File: src/rtl/uart_tx_param_if.sv
// Ready/valid word handshake between the system side and uart_tx_param.
// DW must match the transmitter's data_bits.
interface uart_tx_param_if #(parameter int DW = 8);
   logic          tx_valid;
   logic          tx_ready;
   logic [DW-1:0] tx_data;

   modport master (output tx_valid, output tx_data, input tx_ready);
   modport slave  (input tx_valid, input tx_data, output tx_ready);
endinterface

File: src/rtl/uart_tx_param.sv
// Parametrised UART transmitter: data width, stop bits and bit order configurable.
// Optional parity bit when UART_TX_PARITY_EN is defined (parity_odd selects odd).
module uart_tx_param #(
   parameter int clk_freq   = 1000000,
   parameter int baud_rate  = 9600,
   parameter int data_bits  = 8,
   parameter int stop_bits  = 1,
   parameter int lsb_first  = 1,
   parameter int parity_odd = 0
) (
   input  logic            clk,
   input  logic            rst,
   uart_tx_param_if.slave  bus,
   output logic            tx,
   output logic            donetx,
   output logic            busy
);
   localparam int DIV = clk_freq / baud_rate;
   localparam int CW  = (DIV > 1) ? $clog2(DIV) : 1;
   localparam logic [CW-1:0] BAUD_LAST = CW'(DIV - 1);
   localparam logic [3:0]    LAST_BIT  = 4'(data_bits - 1);
   localparam logic [3:0]    LAST_STOP = 4'(stop_bits - 1);

   localparam logic [2:0] S_IDLE   = 3'd0;
   localparam logic [2:0] S_START  = 3'd1;
   localparam logic [2:0] S_DATA   = 3'd2;
   localparam logic [2:0] S_STOP   = 3'd3;
`ifdef UART_TX_PARITY_EN
   localparam logic [2:0] S_PARITY = 3'd4;
   localparam logic       PAR_INV  = (parity_odd != 0);
`endif

   if (DIV < 2) begin : g_div_chk
      $error("uart_tx_param: clk_freq/baud_rate must be >= 2");
   end
   if (data_bits < 5 || data_bits > 9) begin : g_db_chk
      $error("uart_tx_param: data_bits must be 5..9");
   end
   if (stop_bits != 1 && stop_bits != 2) begin : g_sb_chk
      $error("uart_tx_param: stop_bits must be 1 or 2");
   end
   if (parity_odd != 0 && parity_odd != 1) begin : g_po_chk
      $error("uart_tx_param: parity_odd must be 0 or 1");
   end

   logic [2:0]           state;
   logic [CW-1:0]        baud_cnt;
   logic [3:0]           bit_cnt;
   logic [data_bits-1:0] shreg, shreg_nx;
   logic                 out_bit;
   logic                 baud_end;
`ifdef UART_TX_PARITY_EN
   logic                 par_bit;
`endif

   assign baud_end = (baud_cnt == BAUD_LAST);

   // Head of the shift register is the next line bit; shift direction follows bit order.
   always_comb begin
      if (lsb_first != 0) begin
         out_bit  = shreg[0];
         shreg_nx = shreg >> 1;
      end else begin
         out_bit  = shreg[data_bits-1];
         shreg_nx = shreg << 1;
      end
   end

   always_ff @(posedge clk or posedge rst) begin
      if (rst) begin
         state        <= S_IDLE;
         baud_cnt     <= '0;
         bit_cnt      <= '0;
         shreg        <= '0;
         tx           <= 1'b1;
         bus.tx_ready <= 1'b1;
         donetx       <= 1'b0;
         busy         <= 1'b0;
`ifdef UART_TX_PARITY_EN
         par_bit      <= 1'b0;
`endif
      end else begin
         donetx <= 1'b0;
         if (state != S_IDLE)
            baud_cnt <= baud_end ? '0 : baud_cnt + 1'b1;
         case (state)
            S_IDLE: begin
               if (bus.tx_valid && bus.tx_ready) begin
                  shreg        <= bus.tx_data;
`ifdef UART_TX_PARITY_EN
                  par_bit      <= (^bus.tx_data) ^ PAR_INV;
`endif
                  state        <= S_START;
                  baud_cnt     <= '0;
                  tx           <= 1'b0;
                  bus.tx_ready <= 1'b0;
                  busy         <= 1'b1;
               end
            end
            S_START: begin
               if (baud_end) begin
                  state   <= S_DATA;
                  bit_cnt <= '0;
                  tx      <= out_bit;
                  shreg   <= shreg_nx;
               end
            end
            S_DATA: begin
               if (baud_end) begin
                  if (bit_cnt == LAST_BIT) begin
                     bit_cnt <= '0;
`ifdef UART_TX_PARITY_EN
                     state   <= S_PARITY;
                     tx      <= par_bit;
`else
                     state   <= S_STOP;
                     tx      <= 1'b1;
`endif
                  end else begin
                     bit_cnt <= bit_cnt + 1'b1;
                     tx      <= out_bit;
                     shreg   <= shreg_nx;
                  end
               end
            end
`ifdef UART_TX_PARITY_EN
            S_PARITY: begin
               if (baud_end) begin
                  state <= S_STOP;
                  tx    <= 1'b1;
               end
            end
`endif
            // bit_cnt counts stop bits here so each one lasts a full DIV.
            S_STOP: begin
               if (baud_end) begin
                  if (bit_cnt == LAST_STOP) begin
                     state        <= S_IDLE;
                     bit_cnt      <= '0;
                     donetx       <= 1'b1;
                     bus.tx_ready <= 1'b1;
                     busy         <= 1'b0;
                  end else begin
                     bit_cnt <= bit_cnt + 1'b1;
                  end
               end
            end
            default: begin
               state        <= S_IDLE;
               baud_cnt     <= '0;
               bit_cnt      <= '0;
               tx           <= 1'b1;
               bus.tx_ready <= 1'b1;
               busy         <= 1'b0;
            end
         endcase
      end
   end
endmodule

File: src/flat_wrapper.sv
// flat-port wrapper written by rule: the top's interface ports become plain ports
module uart_tx_param_flat 
#(
   parameter int clk_freq   = 1000000,
   parameter int baud_rate  = 9600,
   parameter int data_bits  = 8,
   parameter int stop_bits  = 1,
   parameter int lsb_first  = 1,
   parameter int parity_odd = 0
)
  (clk, rst, tx, donetx, busy, bus_tx_valid, bus_tx_data, bus_tx_ready);
  uart_tx_param_if bus_i ();
  input  logic clk;
  input  logic rst;
  output logic tx;
  output logic donetx;
  output logic busy;
  input wire logic [$bits(bus_i.tx_valid)-1:0] bus_tx_valid;
  input wire logic [$bits(bus_i.tx_data)-1:0] bus_tx_data;
  output wire logic [$bits(bus_i.tx_ready)-1:0] bus_tx_ready;
  assign bus_i.tx_valid = bus_tx_valid;
  assign bus_i.tx_data = bus_tx_data;
  assign bus_tx_ready = bus_i.tx_ready;
  uart_tx_param #(.clk_freq(clk_freq), .baud_rate(baud_rate), .data_bits(data_bits), .stop_bits(stop_bits), .lsb_first(lsb_first), .parity_odd(parity_odd)) u_core (.clk(clk), .rst(rst), .bus(bus_i), .tx(tx), .donetx(donetx), .busy(busy));
endmodule
File: config.mk
export PLATFORM = sky130hd
export DESIGN_NAME = uart_tx_param_flat
export DESIGN_NICKNAME = d
export VERILOG_FILES = /design/src/rtl/uart_tx_param_if.sv /design/src/rtl/uart_tx_param.sv /design/src/flat_wrapper.sv
export SDC_FILE = /design/constraint.sdc
export NUM_CORES = 1
export LEC_CHECK = 0
export ABC_AREA = 1
export BUFFER_PORTS_ARGS = -buffer_cell sky130_fd_sc_hd__buf_2
export CAP_MARGIN = 20
export CORE_MARGIN = 2
export CORE_UTILIZATION = 40
export CTS_CLUSTER_SIZE = 25
export DETAILED_ROUTE_END_ITERATION = 8
export PLACE_DENSITY = 0.58
export SYNTH_ARGS = -nofsm -noshare
export SYNTH_HDL_FRONTEND = slang
export SYNTH_SLANG_ARGS = --single-unit
File: constraint.sdc
create_clock -name clk -period 2 [get_ports clk]
set_input_delay 0.1 -clock clk [delete_from_list [all_inputs] [get_ports clk]]
set_output_delay 0.1 -clock clk [all_outputs]
set_load 0.005 [all_outputs]
==> run_results.csv, run 1 <==
group,metric,value,unit
floorplan,die-height,64.2,um
synth,synth-seq-area-share,43.4,%
finish,nFillCells,334,
cts,cts_hold_buf,1,
finish,final_cell_area,1600,um^2
route,vias,1129,
cts,clk_transition_reported_paths,140,ps
cts,cts_setup_buffers,0,
placement,routabilityCongestion,0.951,
synth,syn_avg_cell_area,8.52,um^2
power_and_ir_drop,leakage,0.811,nW
global_route,gr-total-overflow,0,
timing,finalClockSkew,4.24,ps
synth,async_reset_ff_share,100,%
finish,final_cells,235,
outcome,status,"finished clean",
global_route,grt.total_usage,15.4,%
global_route,grt_pass1_wl,5040,um
finish,num_antenna_cells,0,
floorplan,ios,15,
timing,fin_crit_sh,90.7,%
route,drt-initial-drc-count,54,
worst_hold_path,hp-class,"primary input to flop",
worst_setup_path,worstPathRequired,2260,ps
global_route,grt_pass1_vias,1142,
timing,setup_viol,0,
route,finalWirelength,2820,um
job,max_cap_viol_count,0,
worst_setup_path,cp_max_fo,13,
synth,synth_area_leaders,"dfrtp_1 (40%), nand2_1 (11%), ha_1 (6.1%)",
synth,synth_common_cells,"nand2_1 (44), dfrtp_1 (23), inv_1 (20), o21ai_0 (13)",
synth,synth_top_cell_area_share,39.8,%
cts,cts.htree.levels,1,
timing,max_clock_freq,0.551,GHz
cts,numCtsBuffers,3,
route,drc_errors,0,
placement,dp.cells,230,
timing,rsz0062_at_grt,"false",
synth,syn_inst,170,
timing,layout_min_cycle_time,1810,ps
worst_setup_path,path_class,"flop to flop",
timing,slew_viol_final,0,
route,firstDrtPassIters,4,
timing,slew_headroom,73.1,%
synth,yosysWarnings,0,
finish,layout-drive-gt1-share,23.8,%
worst_hold_path,hold_start,"bus_tx_data[7]",
timing,hold_viol,0,
cts,cts.sinks,25,
finish,syn_to_final_growth,10.8,%
finish,nNetsFinal,208,
global_route,grt_max_degree,26,
placement,placed_cell_area,1570,um^2
power_and_ir_drop,cellPowerDensity,475,nW/um^2
synth,syn-num-nets,188,
floorplan,core,3420,um^2
synth,synth_area,1450,um^2
synth,post-synth-top-count-cell,"nand2_1",
synth,synth_top_area_cell,"dfrtp_1",
timing,tightest_slew,403,ps
floorplan,die_w,64.2,um
placement,hpwl,2120,um
cts,root_buffer,"clkbuf_4",
synth,synth_edf_count,0,
placement,portBuffers,14,
worst_setup_path,end_kind,"flop",
route,via_per_inst,4.80,
synth,yosysUniqueCellTypes,28,
timing,finalSetupTns,0,ps
route,wl_per_cell,12.0,um
synth,synth-seq-cells,25,
worst_setup_path,crit_arrival,2070,ps
floorplan,die-area,4120,um^2
power_and_ir_drop,vdd_ir_drop_max,0.230,mV
worst_setup_path,critPathLaunchType,"flop",
cts,clk_latency,320,ps
worst_setup_path,worstSetupStartpoint,"u_core.state[0]",
worst_setup_path,r2r-start,"u_core.state[0]",
global_route,antenna_found_initial,0,
synth,synth_ff_type,"dfrtp_1",
cts,postCtsResizedCells,0,
worst_setup_path,r2r_setup_slack,190,ps
floorplan,initial_utilization,42.4,%
cts,clock_path_buffers,2,
route,ant_nets,0,
cts,cts_tree,"built",
floorplan,num_rows,21,
routing by layer:
metal	track usage [%]	up-vias	share of wire, %
li1	-	583	-
met1	20.4	520	48
met2	25.0	22	47
met3	2.46	4	3.2
met4	6.65	0	1.3
met5	0	-	0
where the power goes:
group	switching [W]	internal, W
Sequential	0	0.000506
Clock	0.000152	0.0000748
Combinational	0.0000168	0.0000126
Total	0.000169	0.000593
final timing paths:
check                                          end  cells past startpoint
worst max-delay path               u_core.shreg[6]                      8
worst min-delay path               u_core.shreg[7]                      3
worst max register to register     u_core.shreg[6]                      8
worst min register to register         u_core.busy                      2
max in group asynchronous                u_core.tx                      4
min in group asynchronous       u_core.baud_cnt[4]                      4
registers in the layout, indices dropped and copies added, names as in the netlist:
register	flops
u_core.bus.tx_ready	1
u_core.shreg	8
u_core.tx	1
u_core.bit_cnt	4
u_core.baud_cnt	7
u_core.donetx	1
u_core.busy	1
u_core.state	2
cells by family after synthesis:
group / share of synthesized area (%)
flops: 43.4
xor+xnor: 3.63
buf+inv: 7.61
simple gates: 26.7
fa+ha+maj: 6.05
compound gates: 12.6
worst max-delay path, cell delays in order, from the launching register on:
cell	delay (ps)
dfrtp_1	420
inv_1	80
ha_1	250
or2_4	280
nand2_4	120
nand2_4	70
nor2_4	330
nand2_1	120
o21ai_2	70
stage by stage:
| step | worst slack [ps] | hold slack [ps] | util (%) | power (W) |
|---|---|---|---|---|
| floorplan | 485 | 126 | - | 0.000529 |
| global placement | 313 | 167 | 45.9 | 0.000544 |
| detailed placement | 210 | 169 | 45.9 | 0.000544 |
| CTS | 178 | 29.4 | 47.0 | 0.000773 |
| global route | 44.8 | 46.8 | 47.0 | 0.000803 |
| finish | 187 | 34.2 | 47.0 | 0.000762 |
cell type report:
cell class / instances / area (um^2) / share of cell area [%]
Clock buffer: 3 / 22.5 / 1.40
Timing Repair Buffer: 17 / 95.1 / 5.93
Sequential cell: 25 / 628 / 39.2
Tap cell: 46 / 57.6 / 3.59
Inverter: 23 / 86.3 / 5.38
Multi-Input combinational cell: 120 / 709 / 44.2
Clock inverter: 1 / 5.00 / 0.312
cells in the final DEF (no fill, tap or decap), drive strengths merged, types with 2 or more instances in the layout:
cell	synthesis	final
nand2	52	52
dfrtp	23	23
inv	23	23
o21ai	21	21
buf	1	16
nor2	10	10
nand3	8	8
ha	7	7
nand4	6	6
xor2	6	6
clkbuf	1	3
a21oi	3	3
o22ai	2	2
dfstp	2	2
Note: power is estimated with default switching activity, not from simulation.
==> run 2, diff against run 1 <==
--- a/config.mk
+++ b/config.mk
@@ -12,7 +12,6 @@
 export CORE_UTILIZATION = 40
 export CTS_CLUSTER_SIZE = 25
 export DETAILED_ROUTE_END_ITERATION = 8
-export PLACE_DENSITY = 0.58
 export SYNTH_ARGS = -nofsm -noshare
 export SYNTH_HDL_FRONTEND = slang
 export SYNTH_SLANG_ARGS = --single-unit
==> run 2 against run 1 <==
Net effect:
- sequential share of layout area is the same
- design area did not move
- combinational power increased by 1%
- largest cell class unchanged
==> run_results.csv, run 2 (synthesis results as in run 1) <==
group,metric,value,unit
outcome,status,"finished clean",
finish,nNetsFinal,208,
power_and_ir_drop,leakage,0.811,nW
power_and_ir_drop,switching_power,0.000170,W
power_and_ir_drop,p_seq_share,66.3,%
route,drc_errors,0,
finish,top_register,"u_core.shreg",
route,firstDrtPassIters,4,
power_and_ir_drop,combPwrFrac,3.9,%
timing,hold_viol,0,
floorplan,num_rows,21,
route,wl_per_cell,11.5,um
cts,numCtsBuffers,3,
cts,clk_latency,320,ps
finish,syn_to_final_growth,10.8,%
cts,root_buffer,"clkbuf_4",
timing,max_clock_freq,0.552,GHz
worst_setup_path,end_kind,"flop",
floorplan,die-height,64.2,um
worst_setup_path,worstPathRequired,2260,ps
finish,multi_input_area,709,um^2
global_route,grt.total_usage,15.0,%
timing,finalClockSkew,5.61,ps
route,vias,1129,
timing,setup_viol,0,
floorplan,initial_utilization,42.4,%
timing,slew_headroom,73.2,%
global_route,antenna_found_initial,0,
route,drt-initial-drc-count,75,
finish,largest_reg_flops,8,
timing,rsz0062_at_grt,"false",
worst_hold_path,hp-class,"primary input to flop",
placement,hpwl,2090,um
worst_setup_path,cp_num_buf_inv,2,
floorplan,ios,15,
cts,cts.htree.levels,1,
route,via_per_inst,4.80,
worst_setup_path,crit_arrival,2070,ps
cts,cts.sinks,25,
worst_setup_path,cpMaxStageDelayCell,"dfrtp_1",
cts,clock_path_buffers,2,
finish,nFillCells,343,
power_and_ir_drop,cellPowerDensity,476,nW/um^2
route,ant_nets,0,
worst_setup_path,path_class,"flop to flop",
timing,tightest_slew,400,ps
power_and_ir_drop,pwr-share-clk,29.8,%
worst_setup_path,path_delay_family,"simple AND/OR/NAND/NOR gates",
timing,layout_min_cycle_time,1810,ps
cts,clk_transition_reported_paths,130,ps
finish,seq_area,628,um^2
worst_setup_path,max_stage_delay,430,ps
finish,final_cell_mix,"nand2_1 (44), dfrtp_1 (23), inv_1 (20)",
finish,num_antenna_cells,0,
finish,final_common_cell,"nand2_1",
timing,slew_viol_final,0,
cts,cts_tree,"built",
worst_setup_path,critPathLaunchType,"flop",
route,finalWirelength,2710,um
global_route,gr-total-overflow,0,
power_and_ir_drop,vdd_ir_drop_max,0.388,mV
worst_setup_path,path_cells,"inv_1 -> ha_1 -> inv_2 -> a21oi_4 -> nor2_2 -> nand2_4 -> nor2_4 -> nand2_1 -> o21ai_2",
power_and_ir_drop,fin_total_pwr,0.000763,W
global_route,grt_max_degree,26,
floorplan,die_w,64.2,um
power_and_ir_drop,p_int,0.000593,W
job,max_cap_viol_count,0,
global_route,grt_pass1_vias,1120,
placement,routabilityCongestion,0.925,
global_route,grt_pass1_wl,4820,um
floorplan,die-area,4120,um^2
timing,finalSetupTns,0,ps
finish,layout-drive-gt1-share,23.8,%
timing,fin_crit_sh,90.6,%
placement,portBuffers,14,
worst_setup_path,cp_max_fo,13,
finish,reg.largest.list,"u_core.shreg x8, u_core.baud_cnt x7, u_core.bit_cnt x4",
floorplan,core,3420,um^2
power_and_ir_drop,p_sw_share,22.2,%
-- run 2: worst min-delay path: stages --
cell	delay, ps
buf_2	90
nand2_1	60
o21ai_0	80
-- run 2: per-stage QoR --
stage	cell area, um^2	hold slack (ps)	instances	setup WS (ps)	utilization (%)
2_1_floorplan	1450	126	170	485	-
3_3_place_gp	1570	165	230	320	45.9
3_5_place_dp	1570	172	230	229	45.9
4_1_cts	1600	37.6	235	189	47.0
5_1_grt	1600	28.0	235	46.7	47.0
6_report	1600	44.2	235	188	47.0
-- run 2: worst paths after layout --
check | start | endpoint | slack, ps | cells after the start
min reg2reg | u_core.shreg[7] | u_core.shreg[7] | 520 | 2
max | u_core.state[0] | u_core.shreg[6] | 190 | 9
max reg2reg | u_core.state[0] | u_core.shreg[6] | 190 | 9
min in group asynchronous | rst | u_core.baud_cnt[6] | 340 | 4
max in group asynchronous | rst | u_core.tx | 1370 | 4
min | bus_tx_data[7] | u_core.shreg[7] | 40 | 3
-- run 2: power by group through the flow --
stage | logic (W) | registers [W] | clock network [W]
floorplan | 0.0000140 | 0.000515 | 0
global placement | 0.0000291 | 0.000515 | 0
detailed placement | 0.0000299 | 0.000515 | 0
CTS | 0.0000313 | 0.000506 | 0.000239
global route | 0.0000348 | 0.000506 | 0.000263
finish | 0.0000299 | 0.000506 | 0.000228
-- run 2: layer usage --
layer / up-vias / GRT usage, % / share of wire, %
li1: 585 / - / -
met1: 516 / 20.2 / 49
met2: 24 / 23.6 / 44
met3: 4 / 3.87 / 4.5
met4: 0 / 4.79 / 1.5
met5: - / 0 / 0
-- run 2: cell type report --
class	instances	share of cell area (%)
Multi-Input combinational cell	120	44.2
Sequential cell	25	39.2
Timing Repair Buffer	17	5.93
Inverter	23	5.38
Tap cell	46	3.59
Clock buffer	3	1.40
Clock inverter	1	0.312
-- run 2: timing repair --
item	CTS	global route
gates resized for setup	0	0
hold endpoints to repair	23	0
setup buffers	0	0
hold buffers	1	0
